**src/rtl/one_to_two_demux.sv**
```systemverilog
// One-input, two-output demultiplexer: each input word is steered by select into
// a per-port FIFO, and each port drains independently with valid/ready handshakes.
module one_to_two_demux #(
    parameter int BIT_WIDTH = 32,
    parameter int DEPTH     = 2
) (
    input  logic                     clk,
    input  logic                     reset,
    input  logic                     in_valid,
    output logic                     in_ready,
    input  logic                     select,
    input  logic [BIT_WIDTH-1:0]     dataIn,
    output logic                     out0_valid,
    output logic                     out1_valid,
    input  logic                     out0_ready,
    input  logic                     out1_ready,
    output logic [BIT_WIDTH-1:0]     dataOut0,
    output logic [BIT_WIDTH-1:0]     dataOut1,
    output logic [15:0]              count0,
    output logic [15:0]              count1,
    output logic [$clog2(DEPTH):0]   level0,
    output logic [$clog2(DEPTH):0]   level1
);

    localparam int PW = $clog2(DEPTH);
    localparam int LW = PW + 1;

    logic [1:0]           q_full;
    logic [1:0]           q_valid;
    logic [1:0]           q_push;
    logic [1:0]           q_pop;
    logic [1:0]           q_ready;
    logic [BIT_WIDTH-1:0] q_head  [2];
    logic [LW-1:0]        q_level [2];
    logic [15:0]          q_count [2];

    assign q_ready = {out1_ready, out0_ready};

    // Fullness is judged on the pre-pop level, so a full queue never accepts a
    // word in the same cycle it is being drained.
    assign in_ready = !reset && !(select ? q_full[1] : q_full[0]);

    for (genvar p = 0; p < 2; p++) begin : g_q
        localparam logic SEL = 1'(p);

        logic [BIT_WIDTH-1:0] mem [DEPTH];
        logic [PW-1:0]        wr_ptr;
        logic [PW-1:0]        rd_ptr;
        logic [LW-1:0]        level;
        logic [15:0]          count;

        assign q_full[p]  = (level == LW'(DEPTH));
        assign q_valid[p] = (level != '0);
        assign q_push[p]  = in_valid && in_ready && (select == SEL);
        assign q_pop[p]   = q_valid[p] && q_ready[p];
        assign q_head[p]  = q_valid[p] ? mem[rd_ptr] : '0;
        assign q_level[p] = level;
        assign q_count[p] = count;

        always_ff @(posedge clk) begin
            if (q_push[p]) begin
                mem[wr_ptr] <= dataIn;
            end
        end

        always_ff @(posedge clk) begin
            if (reset) begin
                wr_ptr <= '0;
                rd_ptr <= '0;
                level  <= '0;
                count  <= '0;
            end else begin
                if (q_push[p]) begin
                    wr_ptr <= wr_ptr + 1'b1;
                end
                if (q_pop[p]) begin
                    rd_ptr <= rd_ptr + 1'b1;
                    count  <= count + 16'd1;
                end
                if (q_push[p] && !q_pop[p]) begin
                    level <= level + 1'b1;
                end else if (!q_push[p] && q_pop[p]) begin
                    level <= level - 1'b1;
                end
            end
        end
    end

    assign out0_valid = q_valid[0];
    assign out1_valid = q_valid[1];
    assign dataOut0   = q_head[0];
    assign dataOut1   = q_head[1];
    assign count0     = q_count[0];
    assign count1     = q_count[1];
    assign level0     = q_level[0];
    assign level1     = q_level[1];

endmodule

```
**config.mk**
```make
export PLATFORM = sky130hd
export DESIGN_NAME = one_to_two_demux
export DESIGN_NICKNAME = d
export VERILOG_FILES = /design/src/rtl/one_to_two_demux.sv
export SDC_FILE = /design/constraint.sdc
export NUM_CORES = 1
export LEC_CHECK = 0
export ABC_AREA = 0
export CORE_UTILIZATION = 40
export DETAILED_ROUTE_END_ITERATION = 10
export PLACE_DENSITY = 0.76
export SYNTH_ARGS = -nofsm -noshare
export SYNTH_HDL_FRONTEND = slang
export SYNTH_SLANG_ARGS = --single-unit
```
**constraint.sdc**
```tcl
create_clock -name clk -period 6.9 [get_ports clk]
set_clock_uncertainty 0.1 [all_clocks]
set_input_delay 1.035 -clock clk [delete_from_list [all_inputs] [get_ports clk]]
set_output_delay 1.035 -clock clk [all_outputs]
set_load 0.03 [all_outputs]
```
## After elaboration in Yosys (flattened, before gate mapping)

Memories as Yosys holds them, arrays and structs flattened. A register that Yosys moved wholly into a read port is not among the register bits.
Cells that the tools add are included.

- Mux-type cells: 15
- $add $sub $neg: 10
- Equality and inequality tests: 2
- Bitwise logic cells: 1
- Reductions and logical operators: 20

Operator list:

| operator | count |
|---|---|
| 32-bit 2-to-1 mux | 2 |
| 16-bit by 1-bit adder with 16-bit output (second input constant) | 2 |
| 1-bit logical AND | 10 |
| 1-bit 2-to-1 mux | 9 |
| 2-bit 2-to-1 mux | 4 |
| 2-bit nonzero test | 4 |
| 1-bit logical NOT | 6 |
| 1-bit adder (second input constant) | 4 |
| 2-bit by 1-bit adder with 2-bit output (second input constant) | 2 |
| 2-bit equality test (second input constant) | 2 |
| 2-bit by 1-bit subtractor with 2-bit output (second input constant) | 2 |
| 1-bit NOT | 1 |

- Input bits: 38
- RAM bits: 128
- Memories: 2
- Word-level logic and storage cells: 58
- Output and inout port bits: 103
- Register bits after elaboration: 40

Memories:

| memory | words | width | rd ports | clocked after memory_dff | wr ports | RTL line | source |
|---|---|---|---|---|---|---|---|
| g_q[0].mem | 2 | 32 | 1 | 1 | 1 | 46 | `logic [BIT_WIDTH-1:0] mem [DEPTH];` |
| g_q[1].mem | 2 | 32 | 1 | 1 | 1 | 46 |  |

## Longest topological paths before layout

- Depth after elaboration: 10
- Gate-level depth with buffers: 8
- Mapped depth without buffers: 7

## Worst setup path after synthesis

Ideal clock, no wire load.

- Kind: input-to-reg
- Start: in reset
- End: mem g_q[0].mem[0][0], enable pin
- Setup slack: 3.256 ns
- Setup time: 0.425 ns
- Cell stages on the path: 3
- Buffers on the path: 1
- Required time: 6.375 ns
- Data arrival time: 3.119 ns
- Path through: clkbuf_1 > nor4b_2 > nor2b_1

- Word-level cells in the longest chain between the ends: 6

RTL lines:

| what | RTL line | source |
|---|---|---|
| from (decl) | 8 | `input logic reset,` |
| 1-bit logical NOT | 41 | `assign in_ready = !reset && !(select ? q_full[1] : q_full[0]);` |
| 1-bit logical AND | 41 |  |
| 1-bit logical AND (2 in a row) | 54 | `assign q_push[p] = in_valid && in_ready && (select == SEL);` |
| net q_push[0] | 30 | `logic [1:0] q_push;` |
| 1-bit 2-to-1 mux | 61 | `if (q_push[p]) begin` |
| 1-bit 2-to-1 mux (not written as such) | 62 | `mem[wr_ptr] <= dataIn;` |
| to (decl) | 46 |  |

The timed path passes the listed nets, and every way through them passes these cells.

## Final worst setup path

- Start: in reset
- End: out in_ready

- Word-level cells in the longest chain between the ends: 2

RTL lines:

| what | RTL line | source |
|---|---|---|
| 1-bit logical NOT | 41 |  |
| 1-bit logical AND | 41 |  |
| to (decl) | 10 | `output logic in_ready,` |

No other way between the ends.

==> flow_summary.yaml <==
outcome:
  status: "complete, no violations"
clock_tree:
  clock-sinks: 170
  post_cts.repair.setup_buffers: 0
  cts_root_buffer: "clkbuf_16"
  ctsHoldBuffers: 0
  cts_tree: "built"
  clkLatencyLatePin_ns: 0.42
  numCtsBuffers: 17
  htreeDepth: 4
  clockBufferDepth: 2
  cts_resized: 0
  clk_pin_slew_ns: 0.06
detailed_routing:
  routedWlPerCell_um: 16.3
  drt_first_pass_iters: 5
  dr_total_vias: 4221
  drc: 0
  viasPerCell: 4.94
  first_iter_violations: 250
  ant_nets: 0
  drt_wl_total_mm: 13.9
global_route:
  antenna_found_initial: 0
  grt_usage_pct: 16.8
  grt_pass1_wl_mm: 22.3
  grt_pass1_vias: 4368
  grt_max_degree: 47
  gr-total-overflow: 0
sta:
  setup_viol: 0
  relSlewSlack_pct: 26.8
  fmax_ghz: 0.264
  maxSlewViolCount: 0
  period_minus_slack_ns: 3.78
  tns_ns: 0
  hold_viol_final: 0
  tightest_slew_ns: 1.10
  rsz0062_at_grt: "no"
  finalCritPeriodShare_pct: 54.8
  finalWorstSetupSlack_ns: 3.12
final_layout:
  syn2layout_area_growth_pct: 33.1
  fillers: 1320
  final_common_cell: "clkdlybuf4s50_1"
  design_area_um2: 8910
  fin_cells: 854
  diodes: 0
  finalNetCount: 667
  final_layout_size_suffix_gt1_share_pct: 7.21
  most-common-layout-cells: "clkdlybuf4s50_1 (140), edfxtp_1 (128), nor2_1 (98)"
yosys:
  ys_seq_area_share_pct: 70.0
  synth_warnings: 0
  synthCells: 485
  ys_types: 37
  syn_area_um2: 6690
  syn-num-nets: 527
  synth.avg_cell_area_um2: 13.8
  synth_seq_cells: 170
floorplanning:
  die_height_um: 131
  core_area_um2: 16100
  die_w_um: 131
  io-pin-count: 141
  start_util_pct: 41.5
  die_area_um2: 17200
  rows: 46
placed_design:
  portBuffers: 140
  placed_area_um2: 8320
  dp_slack_ns: 3.14
  place_inst: 822
  dpl.hpwl_mm: 8.93
  gp_congestion: 0.794
setup_path:
  cp.required_ns: 5.76
  crit_path_max_fanout: 46
  worstSetupStartpointType: "primary input"
  worstSetupPathType: "primary input to output port"
  cp-end-kind: "output port"
  worst_ep_arrival_time_ns: 2.65
pwr:
  internal_power_uw: 2230
  sequentialPowerShare_pct: 37.0
  power.switching_uw: 1230
  p_sw_share_pct: 35.5
  p_per_area_nw_per_um2: 388
  ir_worst_vdd_mv: 0.202
  p_comb_share_pct: 35.9
  leakagePower_uw: 0.00289
  pwr-share-clk_pct: 27.0
worst_hold_path:
  hp-class: "flip-flop to flip-flop"
run:
  cap_violations: 0
## final cells by class
class | count | area (µm²) | share of cell area, %
well taps | 216 | 270 | 3.03
clock buffers | 19 | 433 | 4.86
clock inverters | 13 | 151 | 1.70
multi-input cells | 289 | 1930 | 21.7
flip-flops and latches | 170 | 4690 | 52.6
repair buffers | 142 | 1420 | 15.9
inverters | 5 | 18.8 | 0.211
## power groups by stage
stage	Clock, µW	Sequential (µW)	Combinational (µW)
2_1_floorplan	0	1240	781
3_3_place_gp	0	1300	1240
3_5_place_dp	0	1310	1250
4_1_cts	953	1280	1260
5_1_grt	993	1300	1310
6_report	935	1280	1240
## registers in the layout, indices dropped and copies added, names as in the netlist, named ones only
| name | cells |
|---|---|
| g_q.mem | 128 |
| g_q.wr_ptr | 2 |
| g_q.rd_ptr | 2 |
| count1 | 16 |
| level0 | 2 |
| count0 | 16 |
| level1 | 2 |
## synth_stat cells
| library cell | instances | area share [%] |
|---|---|---|
| nand4_1 | 6 | 0.56 |
| o211ai_2 | 1 | 0.19 |
| nor3b_1 | 1 | 0.11 |
| or3_1 | 7 | 0.65 |
| clkbuf_1 | 12 | 0.67 |
| nor4_1 | 6 | 0.56 |
| ha_1 | 4 | 0.75 |
| a21oi_1 | 11 | 0.82 |
| or4_1 | 1 | 0.11 |
| inv_1 | 5 | 0.28 |
| o21ai_0 | 7 | 0.52 |
| nor3_1 | 6 | 0.45 |
| o211ai_1 | 1 | 0.11 |
| nand2b_1 | 1 | 0.094 |
| xnor2_1 | 14 | 1.8 |
| edfxtp_1 | 128 | 57 |
| and4b_1 | 1 | 0.15 |
| o2111ai_1 | 2 | 0.26 |
| and4_2 | 1 | 0.15 |
| o2111a_1 | 2 | 0.34 |
| nand4_4 | 1 | 0.32 |
| buf_1 | 5 | 0.28 |
| dfxtp_1 | 42 | 13 |
| buf_2 | 4 | 0.30 |
| or3_4 | 2 | 0.34 |
| nand2_1 | 14 | 0.79 |
| xor2_1 | 16 | 2.1 |
| nand3_1 | 7 | 0.52 |
| mux2_2 | 1 | 0.17 |
| and2_1 | 3 | 0.28 |
| o31ai_1 | 1 | 0.11 |
| nor2_1 | 100 | 5.6 |
| nor2b_1 | 4 | 0.37 |
| or2_2 | 1 | 0.094 |
| nor4b_2 | 1 | 0.22 |
| or3_2 | 1 | 0.11 |
| mux2i_1 | 65 | 9.7 |
## stage by stage
step | hold slack [ns] | total power [µW] | utilization [%]
2_1_floorplan | 0.372 | 2020 | -
3_3_place_gp | 0.376 | 2540 | 51.6
3_5_place_dp | 0.385 | 2560 | 51.6
4_1_cts | 0.394 | 3500 | 55.3
5_1_grt | 0.425 | 3600 | 55.3
6_report | 0.394 | 3460 | 55.3
## path summary, 6_finish.rpt
path	from	end	slack, ns	cells past startpoint
setup / recovery	reset	in_ready	3.12	4
hold / removal	count0[15]	count0[15]	0.39	2
setup reg to reg	level0[0]	level0[1]	4.23	7
hold reg to reg	count0[15]	count0[15]	0.39	2
## logic make-up after synthesis
family	share of synthesized area, %
flops	70.0
xor+xnor	3.93
buf+inv	1.53
fa+ha+maj	0.748
mux	9.90
simple gates	11.5
compound gates	2.36
## routing by layer
layer,GRT usage (%),vias to the layer above,part of all wire [%]
met2,29.7,119,52
li1,-,2045,-
met4,7.11,0,1.7
met3,4.21,22,5.2
met1,19.2,2035,41
met5,0,-,0
## worst max-delay path, cell delays in order
cell             delay [ns]
clkdlybuf4s50_1        0.46
buf_4                  0.40
nor2_1                 0.12
clkdlybuf4s50_1        0.62
(Power assumes the default switching activity.)
